## config.mk

```make
export PLATFORM = sky130hd
export DESIGN_NAME = i2s_tx
export DESIGN_NICKNAME = d
export VERILOG_FILES = /design/src/rtl/i2s_tx.sv
export SDC_FILE = /design/constraint.sdc
export NUM_CORES = 1
export LEC_CHECK = 0
export BUFFER_PORTS_ARGS = -buffer_cell sky130_fd_sc_hd__buf_2
export CORE_ASPECT_RATIO = 0.8
export CORE_MARGIN = 4
export CORE_UTILIZATION = 65
export CTS_BUF_LIST = sky130_fd_sc_hd__clkbuf_8
export DETAILED_ROUTE_END_ITERATION = 7
export PLACE_DENSITY = 0.87
export SLEW_MARGIN = 20
export SYNTH_ARGS = -nofsm -noshare
export SYNTH_HDL_FRONTEND = slang
export SYNTH_SLANG_ARGS = --single-unit
```

## constraint.sdc

```tcl
create_clock -name bclk -period 3.73 [get_ports bclk]
set_input_delay 0.1865 -clock bclk [delete_from_list [all_inputs] [get_ports bclk]]
set_output_delay 0.1865 -clock bclk [all_outputs]
set_load 0.05 [all_outputs]
```

## src/rtl/i2s_tx.sv

```systemverilog
// I2S frame-master transmitter: serialises stereo sample pairs MSB-first with the
// standard one-bit delay, fed through a one-entry valid/ready holding buffer.
module i2s_tx #(
   parameter int DATALEN = 16,
   parameter int SLOTLEN = 32
) (
   input  logic               bclk,
   input  logic               reset,
   input  logic [DATALEN-1:0] left_in,
   input  logic [DATALEN-1:0] right_in,
   input  logic               valid_in,
   output logic               ready_out,
   output logic               lrclk,
   output logic               sdata,
   output logic               frame_tick,
   output logic               underrun
);

   localparam int CW = $clog2(2*SLOTLEN);
   localparam logic [CW-1:0] LAST = CW'(2*SLOTLEN-1);
   localparam logic [CW-1:0] SLOT = CW'(SLOTLEN);

   generate
      if (SLOTLEN < DATALEN+1) begin : g_bad_slotlen
         $error("i2s_tx: SLOTLEN must be at least DATALEN+1");
      end
   endgenerate

   logic [CW-1:0]      cnt, cnt_nxt, pos;
   logic [DATALEN-1:0] act_l, act_r, act_l_nxt, act_r_nxt, word;
   logic [DATALEN-1:0] pend_l, pend_r;
   logic               pend_full, load, accept, lr_nxt, sd_nxt;

   assign ready_out = !pend_full && !reset;
   assign accept    = valid_in && ready_out;

   // Outputs are registered from the next-cycle counter and active words so that
   // lrclk/sdata line up with the cycle in which cnt holds the matching value.
   always_comb begin
      load      = (cnt == LAST);
      cnt_nxt   = load ? '0 : cnt + CW'(1);
      act_l_nxt = act_l;
      act_r_nxt = act_r;
      if (load) begin
         act_l_nxt = pend_full ? pend_l : '0;
         act_r_nxt = pend_full ? pend_r : '0;
      end
      lr_nxt = (cnt_nxt >= SLOT);
      pos    = lr_nxt ? cnt_nxt - SLOT : cnt_nxt;
      word   = lr_nxt ? act_r_nxt : act_l_nxt;
      sd_nxt = 1'b0;
      for (int i = 0; i < DATALEN; i++)
         if (pos == CW'(DATALEN - i)) sd_nxt = word[i];
   end

   always_ff @(posedge bclk) begin
      if (reset) begin
         cnt        <= '0;
         act_l      <= '0;
         act_r      <= '0;
         pend_l     <= '0;
         pend_r     <= '0;
         pend_full  <= 1'b0;
         lrclk      <= 1'b0;
         sdata      <= 1'b0;
         frame_tick <= 1'b0;
         underrun   <= 1'b0;
      end else begin
         cnt        <= cnt_nxt;
         act_l      <= act_l_nxt;
         act_r      <= act_r_nxt;
         lrclk      <= lr_nxt;
         sdata      <= sd_nxt;
         frame_tick <= load;
         underrun   <= load && !pend_full;
         // accept needs an empty buffer, a draining load needs a full one
         if (accept) begin
            pend_l    <= left_in;
            pend_r    <= right_in;
            pend_full <= 1'b1;
         end else if (load) begin
            pend_full <= 1'b0;
         end
      end
   end

endmodule

```

; Word level (Yosys, flattened, before mapping)
; Cells that the tools add are included.
[word_totals]
regBits = 75
wordCells = 61
[classes]
addsub = 2
n_lt_le_gt_ge = 1
n_eq_ne = 17
muxes = 25
n_reduce_logical = 6
[op_table]
columns = operator, count
row1 = $mux W16, 5
row2 = $eq A6 B4 Y1 const B, 8
row3 = $eq A6 B3 Y1 const B, 4
row4 = $mux W1, 18
row5 = $eq A6 B2 Y1 const B, 2
row6 = $mux W6, 2
row7 = $add A6 B1 Y6 const B, 1
row8 = $eq A6 B1 Y1 const B, 1
row9 = $eq A6 B5 Y1 const B, 1
row10 = $eq A6 B6 Y1 const B, 1
row11 = $ge A6 B6 Y1 const B, 1
row12 = $sub A6 B6 Y6 const B, 1
row13 = $logic_and A1 B1 Y1, 3
row14 = $logic_not A1 Y1, 2
row15 = $reduce_bool A2 Y1, 1

; Depth between registers and ports, before layout
[depth]
ltp_word = 21
depth_mapped = 11
ltp_nobuf = 8

; Least setup slack after synthesis
; No wires, ideal clock.
[synth_timing]
path_kind = register to register
from = register cnt[0]
to = register sdata
setup_time_ns = 0.133
arrival_ns = 2.081
required_time_ns = 3.597
setup_slack_ns = 1.516
path_stages_with_launch = 9
n_path_buf = 1
synth_period_minus_slack_ns = 2.214
cell_sequence = dfxtp_1 -> ha_1 -> buf_1 -> nand3_1 -> xor2_1 -> a41oi_1 -> o211ai_1 -> a2111oi_2 -> o22ai_1
[synth_between]
elab_chain_len = 21
[synth_lines]
columns = element, line
row1 = "start, declared", 29  ; logic [CW-1:0] cnt, cnt_nxt, pos;
row2 = "start signal, assigned", 69  ; cnt <= cnt_nxt;
row3 = $add A6 B1 Y6 or $eq A6 B6 Y1 (tied branches), "41, 40"
row4 = $mux W6, 41  ; cnt_nxt = load ? '0 : cnt + CW'(1);
row5 = $sub A6 B6 Y6 or $ge A6 B6 Y1 (tied branches), "49, 48"
row6 = $mux W6, 49  ; pos = lr_nxt ? cnt_nxt - SLOT : cnt_nxt;
row7 = $eq A6 B5 Y1, 53  ; if (pos == CW'(DATALEN - i)) sd_nxt = word[i];
row8 = $mux W1 (15 in series), 53
row9 = $mux W1 *, 53
row10 = "end signal, assigned", 73  ; sdata <= sd_nxt;
row11 = "end, declared", 14  ; output logic sdata,
; Every way passes the cells marked *; elsewhere a longest branch is shown, timed or not.
; A chain may end at the register's enable or synchronous reset.

; Worst setup path in the final report
; Same ends and word-level chain as after synthesis.

==> metrics.md <==
| Metric | Value |
|---|---|
| DR iter-0 viols | between 300 and 400 |
| EDFF count, synth | 0 |
| DRC | 0 |
| Hold Buf Count CTS | 0 |
| Hold path cells | 3 |
| Post-cts repair resize count | 0 |
| Synth Instances | 446 |
| Core Region | around 5200 um2 |
| Switching part of the total | about 23% |
| RSZ-0062 raised after global routing | no |
| Overall die area | 6740 um2 |
| Maximum clock rate | 331 MHz |
| Post-synthesis sequential area ratio | 42.1% |
| Internal power | 1.42 mW |
| Row count | 23 |
| Worst Slack Setup Final | between 0.7 and 0.8 ns |
| Antenna violations before repair | 0 |
| Routed Antenna Nets | 0 |
| Die height | about 74 um |
| Setup TNS | 0 ns |
| Final Util | between 70 and 80% |
| Vias/cell | around 6.2 |
| Number of post-CTS setup repair buffers | 0 |
| Count leader, synth | dfxtp_1 |
| Clock Skews | about 0.011 ns |
| Post-route clock period utilization | 80.9% |
| Nets | roughly 500 |
| Reg-to-Reg Start | cnt[0] |
| Final Max Slew Viols | 0 |
| Critical path arrival | 3.30 ns |
| Drt total wl | around 8400 um |
| Antenna Cells | 0 |
| Crit. End Element | flop |
| Initial core utilization | approximately 69% |
| Clk pwr share | between 40 and 50% |
| Crit Reg-Reg Endpoint | sdata |
| I/O pin count | 40 |
| Post-Syn Area | approximately 3600 um2 |
| Sequential Power Share | between 40% and 50% |
| Fraction of layout cells with a size suffix above 1 | around 15% |
| Register area | approximately 1500 um2 |
| Top cells by count, synth | dfxtp_1, nand2_1, o21ai_0 |
| Hold path startpoint | right_in[11] |
| Largest area contributor in the netlist | dfxtp_1 |
| Clk_lat worst skew | ~0.36 ns |
| Worst hold path type | input pin to flop |
| Worst R2R Path Depth | 8 |
| RePlAce Congestion | ~0.98 |
| Syn_nets | roughly 500 |
| Largest net degree at the start of global routing | 76 |
| Fill cell count | 394 |
| Hold Path Sink | pend_r[11] |
| FF-to-FF setup slack | 0.71 ns |
| Synth top area cells | dfxtp_1, o21ai_0, nand2_1 |
| Vias in the first global route | 2928 |
| Synth warn | 0 |
| Vias | 3259 |
| Crit path kind | flop to flop |
| Leak Pwr | between 1 and 1.5 nW |
| CP Max Fanout | 25 |
| Hpwl dp | 5580 um |
| Final hold vios | 0 |
| H-tree level count | 3 |
| Total GRT Usage | about a quarter |
| Worst path required time | between 4 and 5 ns |
| Drt pass-1 iters | 5 |
| Crit path time final | ~3 ns |
| Synthesis-to-finish area growth | 11.2% |
| Chip width | between 90 and 100 um |
| Clk buf depth | 2 |
| Routed len/inst | 15.9 um |
| CP startpoint kind | flop |
| CTS tree | done |
| Gr ovfl total | 0 |
| First-pass GRT wire length | 14100 um |
| Ys flop type | dfxtp_1 |
| Area of the multi-input gates | roughly 1900 um2 |
| Post-Place Worst Slack | ~0.79 ns |
| Switching power | 0.416 mW |
| TritonCTS Buffers | 9 |
| P per Cell Area | 462 nW/um2 |
| Logic pwr share | under 10% |
| Status | completed |
| Slew @ Worst Pin | ~0.9 ns |
| Clock transition at path regs | 0.08 ns |
| Clk sink count | 75 |
| Max-slew headroom | between 40 and 50% |
| IO Port Bufs | 39 |
| Max VDD drop | 329 uV |
| Root buffer selected by CTS | clkbuf_8 |
| Async SR Flop Fraction | 0% |
| Synthesized area per cell | 7.99 um2 |
| Max-Cap Viols | 0 |
| Final Setup Violations | 0 |
| Count of cell types in the netlist | 52 |
| Area share of the largest cell type after synthesis | roughly 42% |
| Synth Register Bits | 75 |
how the worst max path moves through the flow:
stage               startpoint  endpoint  slack [ns]  depth (start not counted)
finish                  cnt[0]     sdata        0.71                          8
global route            cnt[0]     sdata        0.46                          8
CTS                     cnt[0]     sdata        0.74                          8
detailed placement      cnt[0]     sdata        0.79                          8
global placement        cnt[0]     sdata        0.93                          8
floorplan               cnt[0]     sdata        1.52                          8
critical path: stages, from the launching register on:
cell and delay (ns):
dfxtp_1 0.50, ha_1 0.50, nand2_2 0.39, nor2_2 0.60, and3_1 0.28, a211oi_1 0.06
o311ai_1 0.30, a31oi_1 0.14, o22ai_1 0.17
power groups by stage:
stage / logic, mW / registers, mW / clock network [mW]
final: 0.136 / 0.855 / 0.841
after floorplan: 0.0953 / 0.866 / 0
after global routing: 0.153 / 0.858 / 0.889
after CTS: 0.135 / 0.854 / 0.847
after detailed placement: 0.133 / 0.873 / 0
after global placement: 0.131 / 0.871 / 0
cell families after synthesis:
| family | after synthesis | synth area share [%] |
|---|---|---|
| compound gates | 127 | 22.0 |
| mux | 4 | 1.12 |
| xor+xnor | 3 | 0.737 |
| buf+inv | 43 | 5.55 |
| flops | 75 | 42.1 |
| fa+ha+maj | 5 | 1.76 |
| simple gates | 189 | 26.7 |
state kept, by name, summed over array words and instances, names as in the netlist:
register and flops:
act_r 16, lrclk 1, underrun 1, act_l 16, cnt 6, pend_full 1, sdata 1, pend_l 16
frame_tick 1, pend_r 16
layer usage:
layer  vias up  wire length, um  global-route usage, %  part of all wire, %
met5         -                0                      0                    0
met4         0              195                   11.0                  2.3
met3        22              631                   7.18                  7.5
met2       146             3820                   41.9                   45
met1      1498             3770                   34.6                   45
li1       1593                -                      -                    -
through the flow:
step	power (mW)	instances	hold WS, ns	instance area [um2]
after detailed placement	1.01	513	0.385	3690
after CTS	1.84	529	0.00926	3960
after global placement	1.00	513	0.379	3690
final	1.83	529	0.0151	3960
after floorplan	0.961	446	0.295	3560
after global routing	1.90	529	0.00907	3960
cell type report:
| type | instances | share of cell area (%) |
|---|---|---|
| Inverter | 5 | 0.473 |
| Clock buffer | 10 | 3.47 |
| Timing Repair Buffer | 43 | 5.68 |
| Tap cell | 62 | 1.96 |
| Sequential cell | 75 | 37.9 |
| Clock inverter | 6 | 3.44 |
| Multi-Input combinational cell | 328 | 47.1 |
placed cells by master (no fill, tap or decap), types with 3 or more instances in the layout:
cell and n:
dfxtp_1 75, nand2_1 62, o21ai_0 56, buf_2 39, nand2b_1 34, a21oi_1 27
nor2_1 24, nand3_1 14, nor3_1 11, nand4_1 10, nor2b_1 10, clkbuf_8 10
and3_1 8, inv_1 5, o211ai_1 5, a31oi_1 5, ha_1 5, a211oi_1 4
mux2i_1 4, o221ai_1 4, bufinv_16 4, buf_4 4, nand3b_1 3
Note: power is estimated with default switching activity, not from simulation.
